==> config.mk <==
export PLATFORM = sky130hd
export DESIGN_NAME = uart_tx_fifo
export DESIGN_NICKNAME = d
export VERILOG_FILES = /design/src/rtl/uart_tx_fifo_pkg.sv /design/src/rtl/uart_tx_fifo_sync_fifo.sv /design/src/rtl/uart_tx_fifo.sv
export SDC_FILE = /design/constraint.sdc
export NUM_CORES = 1
export LEC_CHECK = 0
export BUFFER_PORTS_ARGS = -buffer_cell sky130_fd_sc_hd__buf_2
export CAP_MARGIN = 5
export CORE_MARGIN = 2
export CORE_UTILIZATION = 40
export DETAILED_ROUTE_END_ITERATION = 10
export PLACE_DENSITY = 0.58
export REMOVE_ABC_BUFFERS = 1
export SYNTH_ARGS = -nofsm -noshare
export SYNTH_HDL_FRONTEND = slang
export SYNTH_SLANG_ARGS = --single-unit
==> constraint.sdc <==
create_clock -name sysclk -period 6.5 [get_ports sysclk]
set_input_delay 0.975 -clock sysclk [delete_from_list [all_inputs] [get_ports sysclk]]
set_output_delay 0.975 -clock sysclk [all_outputs]
set_load 0.005 [all_outputs]
==> src/rtl/uart_tx_fifo_pkg.sv <==
// Shared definitions for the UART transmit stage: FSM encodings and baud divisor helper.
// UART_TX_PARITY_EN is left undefined by default (plain 8N1); define it to add an even-parity bit.
package uart_tx_fifo_pkg;

    typedef enum logic [2:0] {
        TX_IDLE   = 3'd0,
        TX_START  = 3'd1,
        TX_DATA   = 3'd2,
        TX_PARITY = 3'd3,
        TX_STOP   = 3'd4
    } tx_state_e;

    // Integer-truncated divisor; callers must keep the result >= 2.
    function automatic int clks_per_bit(input int clk_freq, input int baud);
        return clk_freq / baud;
    endfunction

endpackage

==> src/rtl/uart_tx_fifo_sync_fifo.sv <==
// Single-clock FIFO with registered occupancy count; head word is visible on dout
// whenever the FIFO is non-empty (show-ahead).
module sync_fifo #(
    parameter int WIDTH   = 8,
    parameter int FIFO_AW = 4
) (
    input  logic               sysclk,
    input  logic               cpu_reset,
    input  logic               push,
    input  logic               pop,
    input  logic [WIDTH-1:0]   din,
    output logic [WIDTH-1:0]   dout,
    output logic               full,
    output logic               empty,
    output logic [FIFO_AW:0]   count
);

    localparam int DEPTH = 1 << FIFO_AW;

    logic [WIDTH-1:0]   mem [DEPTH];
    logic [FIFO_AW-1:0] wr_ptr;
    logic [FIFO_AW-1:0] rd_ptr;
    logic               do_push;
    logic               do_pop;

    assign full    = (count == (FIFO_AW + 1)'(DEPTH));
    assign empty   = (count == '0);
    assign do_push = push && !full;
    assign do_pop  = pop && !empty;
    assign dout    = mem[rd_ptr];

    // NOTE: storage is deliberately not reset; entries are only observable after a push,
    // and leaving the array reset-free lets it map onto plain RAM.
    always_ff @(posedge sysclk) begin
        if (do_push) begin
            mem[wr_ptr] <= din;
        end
    end

    // Pointers are exactly FIFO_AW bits wide, so they wrap modulo DEPTH on their own.
    always_ff @(posedge sysclk) begin
        if (cpu_reset) begin
            wr_ptr <= '0;
            rd_ptr <= '0;
            count  <= '0;
        end else begin
            if (do_push) begin
                wr_ptr <= wr_ptr + 1'b1;
            end
            if (do_pop) begin
                rd_ptr <= rd_ptr + 1'b1;
            end
            if (do_push && !do_pop) begin
                count <= count + 1'b1;
            end else if (do_pop && !do_push) begin
                count <= count - 1'b1;
            end
        end
    end

endmodule

==> src/rtl/uart_tx_fifo.sv <==
// UART transmit stage: CPU writes bytes into a FIFO, an FSM serialises them LSB first.
// Optional even parity bit between data and stop when UART_TX_PARITY_EN is defined.
module uart_tx_fifo
    import uart_tx_fifo_pkg::*;
#(
    parameter int CLK_FREQ = 100000000,
    parameter int BAUD     = 115200,
    parameter int FIFO_AW  = 4
) (
    input  logic               sysclk,
    input  logic               cpu_reset,
    input  logic               wr_en,
    input  logic [7:0]         wr_data,
    output logic               full,
    output logic               busy,
    output logic [FIFO_AW:0]   fifo_count,
    output logic               uart_tx
);

    localparam int CLKS_PER_BIT = clks_per_bit(CLK_FREQ, BAUD);
    localparam int CNT_W        = $clog2(CLKS_PER_BIT);
    localparam logic [CNT_W-1:0] CNT_LAST = CNT_W'(CLKS_PER_BIT - 1);

    tx_state_e        state;
    logic [CNT_W-1:0] baud_cnt;
    logic [2:0]       bit_idx;
    logic [7:0]       shreg;
    logic             bit_done;
    logic             fifo_pop;
    logic             fifo_empty;
    logic [7:0]       fifo_dout;

    assign bit_done = (baud_cnt == CNT_LAST);
    // Pop on the same edge the FSM latches the head, so back-to-back frames need no idle gap.
    assign fifo_pop = !fifo_empty && ((state == TX_IDLE) || (state == TX_STOP && bit_done));
    assign busy     = (state != TX_IDLE) || (fifo_count != '0);

    sync_fifo #(
        .WIDTH   (8),
        .FIFO_AW (FIFO_AW)
    ) u_fifo (
        .sysclk    (sysclk),
        .cpu_reset (cpu_reset),
        .push      (wr_en),
        .pop       (fifo_pop),
        .din       (wr_data),
        .dout      (fifo_dout),
        .full      (full),
        .empty     (fifo_empty),
        .count     (fifo_count)
    );

    // NOTE: every register below uses non-blocking assignment so all next-state values
    // are computed from the pre-edge state, regardless of statement order.
    always_ff @(posedge sysclk) begin
        if (cpu_reset) begin
            state    <= TX_IDLE;
            baud_cnt <= '0;
            bit_idx  <= '0;
            shreg    <= '0;
            uart_tx  <= 1'b1;
        end else begin
            case (state)
                TX_IDLE: begin
                    baud_cnt <= '0;
                    if (!fifo_empty) begin
                        shreg   <= fifo_dout;
                        uart_tx <= 1'b0;
                        state   <= TX_START;
                    end
                end
                TX_START: begin
                    if (bit_done) begin
                        baud_cnt <= '0;
                        bit_idx  <= '0;
                        uart_tx  <= shreg[0];
                        state    <= TX_DATA;
                    end else begin
                        baud_cnt <= baud_cnt + 1'b1;
                    end
                end
                TX_DATA: begin
                    if (bit_done) begin
                        baud_cnt <= '0;
                        if (bit_idx == 3'd7) begin
`ifdef UART_TX_PARITY_EN
                            uart_tx <= ^shreg;
                            state   <= TX_PARITY;
`else
                            uart_tx <= 1'b1;
                            state   <= TX_STOP;
`endif
                        end else begin
                            bit_idx <= bit_idx + 3'd1;
                            uart_tx <= shreg[bit_idx + 3'd1];
                        end
                    end else begin
                        baud_cnt <= baud_cnt + 1'b1;
                    end
                end
`ifdef UART_TX_PARITY_EN
                TX_PARITY: begin
                    if (bit_done) begin
                        baud_cnt <= '0;
                        uart_tx  <= 1'b1;
                        state    <= TX_STOP;
                    end else begin
                        baud_cnt <= baud_cnt + 1'b1;
                    end
                end
`endif
                TX_STOP: begin
                    if (bit_done) begin
                        baud_cnt <= '0;
                        if (!fifo_empty) begin
                            shreg   <= fifo_dout;
                            uart_tx <= 1'b0;
                            state   <= TX_START;
                        end else begin
                            state   <= TX_IDLE;
                        end
                    end else begin
                        baud_cnt <= baud_cnt + 1'b1;
                    end
                end
                default: begin
                    baud_cnt <= '0;
                    uart_tx  <= 1'b1;
                    state    <= TX_IDLE;
                end
            endcase
        end
    end

endmodule

* Word-level counts from Yosys, hierarchy flattened *
Memory sizes are Yosys's and may differ from the RTL's. A register that Yosys moved wholly into a read port is not among the register bits.
Cells that the tools add are included.

storage, ports and cells
  bits in writable memories = 128
  register bits = 38
  ROM bits = 0
  bits in latches = 0
  memories kept = 1
  input port bits = 11

memories
  name        words  bits a word  read ports  clocked after memory_dff  write ports  line                          RTL
  u_fifo.mem  16     8            1           1                         1            uart_tx_fifo_sync_fifo.sv:20  logic [WIDTH-1:0] mem [DEPTH];

cells by class
  multiply operators = 0
  $lt $le $gt $ge = 1
  reduce and logical (&&, ||, !) cells = 25
  div/mod/pow operators = 0
  $add $sub $neg = 6
  shift-type cells = 0
  bitwise operators = 1
  multiplexer cells = 28
  equal/unequal tests = 12

operators by type and width
  kind                                                 count
  2-to-1 mux 3 bit                                     8
  2-to-1 mux 8 bit                                     2
  case mux 8 bit (2 select lines)                      1
  inequality test 2 bit (second input constant)        6
  case mux 3 bit (4 select lines)                      1
  adder 10 x 1 -> 10 bit (second input constant)       1
  equality test 10 bit (second input constant)         1
  2-to-1 mux 5 bit                                     2
  2-to-1 mux 1 bit                                     9
  adder 4 x 1 -> 4 bit (second input constant)         2
  2-to-1 mux 4 bit                                     2
  equality test 3 bit (second input constant)          2
  logical AND 1 bit                                    6
  case mux 3 bit (2 select lines)                      1
  nonzero test 2 bit                                   3
  OR reduction 3 bit                                   2
  adder 5 x 1 -> 5 bit (second input constant)         1
  equality test 5 bit (second input constant)          1
  zero test 5 bit                                      1
  AND reduction 5 bit                                  1
  nonzero test 5 bit                                   1
  subtractor 5 x 1 -> 5 bit (second input constant)    1
  zero test 1 bit                                      4
  < comparator 3 x 4 -> 1 bit (second input constant)  1
  other kinds (12)                                     13

* Depth between registers and ports, before layout *
Gate-level depths: netlist of the first run.

  depth in word-level cells = 8
  gate-level depth with buffers = 14
  depth with buffers taken out = 13

* Hierarchy *
From an unflattened synthesis of the first run, not the netlist that was laid out.

unflattened totals
  cells, all modules = 438
  area total of the unflattened synthesis = 6905.4 um^2

by module, submodules not included
  module        seq. area each (um^2)  area an instance (um^2)  cells an instance  times used
  sync_fifo     4184.0                 5716.7                   309                1
  uart_tx_fifo  500.5                  1188.6                   129                1

* Worst setup path before layout of the first run *
Ideal clock, no wire load.

  path type = reg2reg
  from = reg baud_cnt[0]
  to = reg u_fifo.count[4]
  period minus slack after synthesis = 3.573 ns
  setup slack = 2.927 ns
  cell stages (with the launch flop) = 15
  path buffers = 1
  arrival = 3.503 ns
  cell sequence = dfxtp_1 > ha_1 > or3b_1 > or4_4 > a2111oi_4 > inv_2 > clkbuf_1 > ha_1 > inv_1 > ha_1 > a21o_1 > a21oi_1 > xnor2_1 > or3_1 > a21oi_1

between the ends
  cells in the longest elaborated chain, start to end = 8

RTL lines
  item                                                    line                          RTL
  from (decl)                                             uart_tx_fifo.sv:25            logic [CNT_W-1:0] baud_cnt;
  from (signal assigned)                                  uart_tx_fifo.sv:79            baud_cnt <= baud_cnt + 1'b1;
  from (signal assigned)                                  uart_tx_fifo.sv:98            baud_cnt <= baud_cnt + 1'b1;
  from (signal assigned)                                  uart_tx_fifo.sv:123           baud_cnt <= baud_cnt + 1'b1;
  equality test 10 bit *                                  uart_tx_fifo.sv:33            assign bit_done = (baud_cnt == CNT_LAST);
  logical AND 1 bit *                                     uart_tx_fifo.sv:35            assign fifo_pop = !fifo_empty && ((state == TX_IDLE) || (state == TX_STOP && bit_done));
  logical OR 1 bit *                                      uart_tx_fifo.sv:35
  logical AND 1 bit *                                     uart_tx_fifo.sv:35
  logical AND 1 bit *                                     uart_tx_fifo_sync_fifo.sv:29  assign do_pop = pop && !empty;
  zero test 1 bit                                         uart_tx_fifo_sync_fifo.sv:53  if (do_push && !do_pop) begin
  logical AND 1 bit                                       uart_tx_fifo_sync_fifo.sv:53
  2-to-1 mux 5 bit or nonzero test 2 bit (tied branches)  -
  to (signal assigned)                                    uart_tx_fifo_sync_fifo.sv:54  count <= count + 1'b1;
  to (signal assigned)                                    uart_tx_fifo_sync_fifo.sv:56  count <= count - 1'b1;
  to (decl)                                               uart_tx_fifo_sync_fifo.sv:15  output logic [FIFO_AW:0] count

Mark *: on every way between the ends. The rest lies on a longest branch, timed or not.
A chain may end at the register's enable or synchronous reset.

* Worst setup path after layout of the first run *
Ends and elaborated chain as after synthesis.

==> impl_results.md, run 1 <==
- Ant. Diodes: 0
- TritonCTS buffer count: 17
- Final setup slack of the worst path: 2.32 ns
- Core area: 0.0166 mm^2
- Most common cell after layout, fill and taps aside: edfxtp_1
- Vias: 3,691
- Pre-antenna DRT Iters: 4
- Post-synthesis cell type count: 45
- CP max stage delay: 0.77 ns
- Port Buffer Count: 18
- Post-DP HPWL: 8140 um
- Total gr overflow: 0
- Register area: 0.00469 mm^2
- Most frequent cells in the layout: 128 x edfxtp_1, 41 x nor2_1, 41 x dfxtp_1
- DIE AREA: 0.0182 mm^2
- Worst-margin pin slew: 0.979 ns
- First DRT Iteration DRCs: 262
- Layout cells sized above 1: 20.2%
- CTS tree: yes
- Sum of negative setup slack: 0 ns
- Slew Limit Fails: 0
- Drt total wl: 13,000 um
- Most used cell along the critical path: ha_1
- Syn Area/Cell: 15.5 um^2
- # fillers: 1,417
- Final setup violation count: 0
- Multi-input logic area: 0.00206 mm^2
- Overall global routing resource usage: 15.3%
- Row count: 47
- Fmax: 239 MHz
- Status: finished clean
- R2R cell count: 13
- Largest cells by area after synthesis: edfxtp_1 56%, dfxtp_1 12%, mux4_2 11%, nor2_1 2.2%, ha_1 2.2%
- CTS Sinks: 170
- Gpl congestion: 0.742
- Share of the synthesized area in the top cell type: 56.2%
- Starting Density: 41.1%
- Critical path's slowest cell: a2111oi_4
- HP Class: reg2reg
- CP Class: reg2reg
- Pwr Density: 381 mW/mm^2
- CP bufs+invs: 2
- Synth area leader: edfxtp_1
- Final non-filler cell total: 695
- Clock root cell: clkbuf_16
- Clk Latency, worst-skew pair: 0.42 ns
- Clk_skew: 0.00799 ns
- First-pass GRT wire length: 20,300 um
- Vias in the first global route: 3,680
- Critical path endpoint category: flop
- CP required: 6.85 ns
- Via density: 5.31
- Hold Crit Depth: 2
- Ys flop type: edfxtp_1
- Post-cts sizing count: 0
- Routed Antenna Nets: 0
- Crit Path Max Fanout: 13
- IO Count: 19
- Setup WS pre-CTS: 2.31 ns
- Peak VDD IR: 0.000216 V
- Final Util: 46.6%
- Worst-case clock buffer depth: 2
- Seq/Total Area, Yosys: 68.4%
- H-tree Lvls: 4
- Slew headroom: 34.5%
- # hold bufs at CTS: 0
- Period utilization: 64.3%
- Min Tclk post-route: 4.18 ns
- Largest net degree at the start of global routing: 34
- Mapped Area: 0.00685 mm^2
- Worst path arrival time: 4.53 ns
- Async SR Flop Fraction: 0%
- Die X: 135 um
- Layout area overhead: 13.4%
- Hold Slack: 0.458 ns
- Ys Warns: 0
- Die Y: 135 um
- Max-cap viol count: 0
- Post-synth EDFFs: 128
- Crit path max-delay family: compound AO/OA/AOI/OAI gates
- Clock transition at path regs: 0.07 ns
- Register bit total from synthesis: 170
- Cell Chain, Critical Path: ha_1, or3b_1, or4_4, a2111oi_4, inv_2, ha_1, inv_1, ha_1, a21o_1, a21oi_1, xnor2_1, or3_1, a21oi_1
- Crit path depth: 13
- Postcts setup bufs: 0
- Fin. Hold Viols: 0
- RSZ-0062 raised after global routing: false
- Crit path launch type: flop
- Dpl cells: 663
- Nets: 486
- Initial antenna violation count: 0
- Cells after Synth: 442
- Leak Pwr: 2.54 nW
- Number of remaining DRC errors: 0
- Wire length per cell: 18.6 um
where the power goes:
| part | leakage (nW) | internal, mW | switching, mW |
|---|---|---|---|
| sequential | 1.50 | 1.24 | 0.0593 |
| clock | 0.287 | 0.575 | 0.435 |
| combinational | 0.757 | 0.306 | 0.337 |
cell type report:
class / instances / share of cell area, %
clock inverter: 14 / 2.13
tap: 220 / 3.55
sequential: 170 / 60.4
timing repair buffer: 22 / 1.55
clock buffer: 18 / 5.53
inverter: 7 / 0.338
multi-input combinational: 244 / 26.5
worst register-to-register path, cell delays in order, from the launching register on:
cell	delay, ns
dfxtp_1	0.36
ha_1	0.25
or3b_1	0.38
or4_4	0.45
a2111oi_4	0.77
inv_2	0.24
ha_1	0.30
inv_1	0.15
ha_1	0.29
a21o_1	0.18
a21oi_1	0.19
xnor2_1	0.10
or3_1	0.30
a21oi_1	0.13
cells in the mapped netlist, drive strengths merged, types with 4 or more instances:
cell / n
a21oi: 22
a22oi: 14
buf: 7
clkbuf: 14
dfxtp: 42
edfxtp: 128
ha: 12
inv: 7
mux2i: 6
mux4: 33
nand2: 33
nand2b: 5
nand3: 10
nor2: 41
nor3: 6
o21ai: 5
or3: 4
xnor2: 7
xor2: 9
through the flow:
stage / power (mW) / area, um^2
2_1_floorplan: 1.81 / 6760
3_3_place_gp: 1.96 / 7170
3_5_place_dp: 1.98 / 7170
4_1_cts: 2.98 / 7760
5_1_grt: 3.10 / 7760
6_report: 2.96 / 7760
kinds of logic after synthesis:
kind of cell / Yosys count / synth area share, %
xor gates and xnor gates: 16 / 2.05
adders and majority gates: 13 / 2.49
muxes: 39 / 11.7
DFF: 170 / 68.4
buffers and inverters: 28 / 1.61
and+or+nand+nor: 121 / 8.28
AOI/OAI and AO/OA: 55 / 5.41
registers in the layout, summed over array words and instances (netlist names), named ones only:
name           flops
bit_idx            3
u_fifo.rd_ptr      4
shreg              8
u_fifo.count       5
state              3
uart_tx            1
u_fifo.wr_ptr      4
u_fifo.mem       128
baud_cnt          10
path summary, 6_finish.rpt:
check,start,endpoint,slack (ns)
max reg2reg,baud_cnt[0]$_SDFF_PP0_,u_fifo.count[4]$_SDFFE_PP0P_,2.32
min,shreg[3]$_SDFFE_PP0P_,shreg[3]$_SDFFE_PP0P_,0.46
min reg2reg,shreg[3]$_SDFFE_PP0P_,shreg[3]$_SDFFE_PP0P_,0.46
max,baud_cnt[0]$_SDFF_PP0_,u_fifo.count[4]$_SDFFE_PP0P_,2.32
metal layers:
layer | vias to the layer above | GRT usage (%) | share of wire [%] | wire [um]
li1 | 1735 | - | - | -
met1 | 1871 | 19.5 | 45 | 5880
met2 | 69 | 25.0 | 49 | 6300
met3 | 16 | 4.05 | 4.4 | 574
met4 | 0 | 5.67 | 1.6 | 201
met5 | - | 0 | 0 | 0
No activity file was read; power rests on OpenSTA's default activity.
==> run 2, diff against run 1 <==
--- a/config.mk
+++ b/config.mk
@@ -10,7 +10,7 @@
 export CORE_MARGIN = 2
 export CORE_UTILIZATION = 40
 export DETAILED_ROUTE_END_ITERATION = 10
-export PLACE_DENSITY = 0.58
+export PLACE_DENSITY = 0.6
 export REMOVE_ABC_BUFFERS = 1
 export SYNTH_ARGS = -nofsm -noshare
 export SYNTH_HDL_FRONTEND = slang
==> constraint.sdc (replaced) <==
create_clock -name sysclk -period 3.8 [get_ports sysclk]
set_input_delay 0.57 -clock sysclk [delete_from_list [all_inputs] [get_ports sysclk]]
set_output_delay 0.57 -clock sysclk [all_outputs]
set_load 0.005 [all_outputs]
==> run 2 against run 1 <==
  * Routed wire length fell by 1.4%
  * Setup slack got worse by 2.0 ns
  * First-iteration DRC count decreased by 19%
  * Critical path type unchanged
  * Combinational power grew 70%
  * Clock skew is essentially flat
  * Global-route usage up 0.097 points
  * Fmax increased by 19%
  * Flip-flop and latch count is the same
  * Critical endpoint unchanged
  * Largest cell class unchanged
==> impl_results.md, run 2 (synthesis gave the netlist of run 1 again) <==
- Placed Instance Area: 0.00720 mm^2
- CTS tree: yes
- H-tree Lvls: 4
- Leak Pwr: 2.58 nW
- Cell Chain, Critical Path: ha_1, or3b_1, or4_4, a2111oi_4, inv_2, ha_1, inv_1, ha_1, a21o_1, a21oi_1, xnor2_1, or3_1, a21oi_1
- RSZ-0062 raised after global routing: false
- Clock transition at path regs: 0.07 ns
- Status: finished clean
- Postcts setup bufs: 0
- Drt total wl: 12,800 um
- First DRT Iteration DRCs: 211
- First-pass GRT wire length: 20,400 um
- Fin. Hold Viols: 0
- Final Util: 46.9%
- Critical path's slowest cell: or4_4
- Max reg flops: 128
- Sum of negative setup slack: 0 ns
- Worst-margin pin slew: 0.907 ns
- CTS Sinks: 170
- Slew Limit Fails: 0
- Gpl congestion: 0.780
- Min Tclk post-route: 3.53 ns
- Clk Latency, worst-skew pair: 0.43 ns
- Layout cells sized above 1: 20.8%
- CP max stage delay: 0.46 ns
- TritonCTS buffer count: 17
- Total gr overflow: 0
- Overall global routing resource usage: 15.4%
- Initial antenna violation count: 0
- Regs by FF count: u_fifo.mem x128, baud_cnt x10, shreg x8
- Largest net degree at the start of global routing: 34
- Worst path arrival time: 3.88 ns
- Max-cap viol count: 0
- Nets: 491
- Die Y: 135 um
- DIE AREA: 0.0182 mm^2
- CP Class: reg2reg
- Clock root cell: clkbuf_16
- Most used cell along the critical path: ha_1
- Post-cts sizing count: 0
- Layout area overhead: 14.1%
- Pre-antenna DRT Iters: 4
- Most frequent cells in the layout: 128 x edfxtp_1, 41 x nor2_1, 40 x dfxtp_1
- Final setup slack of the worst path: 0.272 ns
- Post-DP HPWL: 8230 um
- Post-Layout Inst Area: 0.00781 mm^2
- # hold bufs at CTS: 0
- Die X: 135 um
- Row count: 47
- HP Class: reg2reg
- Critical path endpoint category: flop
- Vias: 3,655
- Overall power: 5.16 mW
- Port Buffer Count: 18
- Routed Antenna Nets: 0
- Peak VDD IR: 0.000325 V
- Slew headroom: 39.3%
- Wire length per cell: 18.2 um
- Crit path launch type: flop
- Crit Path Max Fanout: 5
- Final setup violation count: 0
- Number of remaining DRC errors: 0
- Pwr Density: 661 mW/mm^2
- Fmax: 283 MHz
- Starting Density: 41.1%
- Core area: 0.0166 mm^2
- CP required: 4.15 ns
- Top reg by flops: u_fifo.mem
- Vias in the first global route: 3,759
- Most common cell after layout, fill and taps aside: edfxtp_1
- CP bufs+invs: 2
- Worst-case clock buffer depth: 2
- Setup WS pre-CTS: 0.281 ns
- Via density: 5.22
- Crit path max-delay family: simple AND/OR/NAND/NOR gates
- Period utilization: 92.8%
- IO Count: 19
- Clk_skew: 0.00826 ns
- Ant. Diodes: 0
==> run 2: stage by stage <==
step | hold WS (ns) | instances
after detailed placement | 0.450 | 668
after CTS | 0.460 | 700
after floorplan | 0.426 | 421
final | 0.457 | 700
after global routing | 0.480 | 700
after global placement | 0.440 | 668
==> run 2: layout make-up <==
type                       count  area, um^2
tap                          220         275
sequential                   170        4690
timing repair buffer          27         158
multi-input combinational    244        2050
inverter                       7        26.3
fill                        1443        8830
clock buffer                  18         429
clock inverter                14         185
==> run 2: layer usage <==
metal	share of wire, %	global-route usage, %	up-vias
met5	0	0	-
met4	2.1	6.67	0
met3	3.1	3.34	23
met2	50	25.5	67
met1	45	19.4	1821
li1	-	-	1744
==> run 2: report_power, final <==
part / internal [mW] / switching [mW] / total (mW)
clock: 1.05 / 0.740 / 1.79
sequential: 2.13 / 0.149 / 2.28
combinational: 0.554 / 0.535 / 1.09
total: 3.74 / 1.42 / 5.16
==> run 2: tightest hold or removal path, stage by stage, from the launching register on <==
cell and delay (ns):
dfxtp_1 0.31, nand2_1 0.05, a21oi_1 0.05
==> run 2: worst paths after layout <==
check	startpoint	endpoint	slack (ns)	depth (start not counted)
worst max-delay path	baud_cnt[0]$_SDFF_PP0_	u_fifo.count[4]$_SDFFE_PP0P_	0.27	13
worst min-delay path	shreg[4]$_SDFFE_PP0P_	shreg[4]$_SDFFE_PP0P_	0.46	2
worst max register to register	baud_cnt[0]$_SDFF_PP0_	u_fifo.count[4]$_SDFFE_PP0P_	0.27	13
worst min register to register	shreg[4]$_SDFFE_PP0P_	shreg[4]$_SDFFE_PP0P_	0.46	2
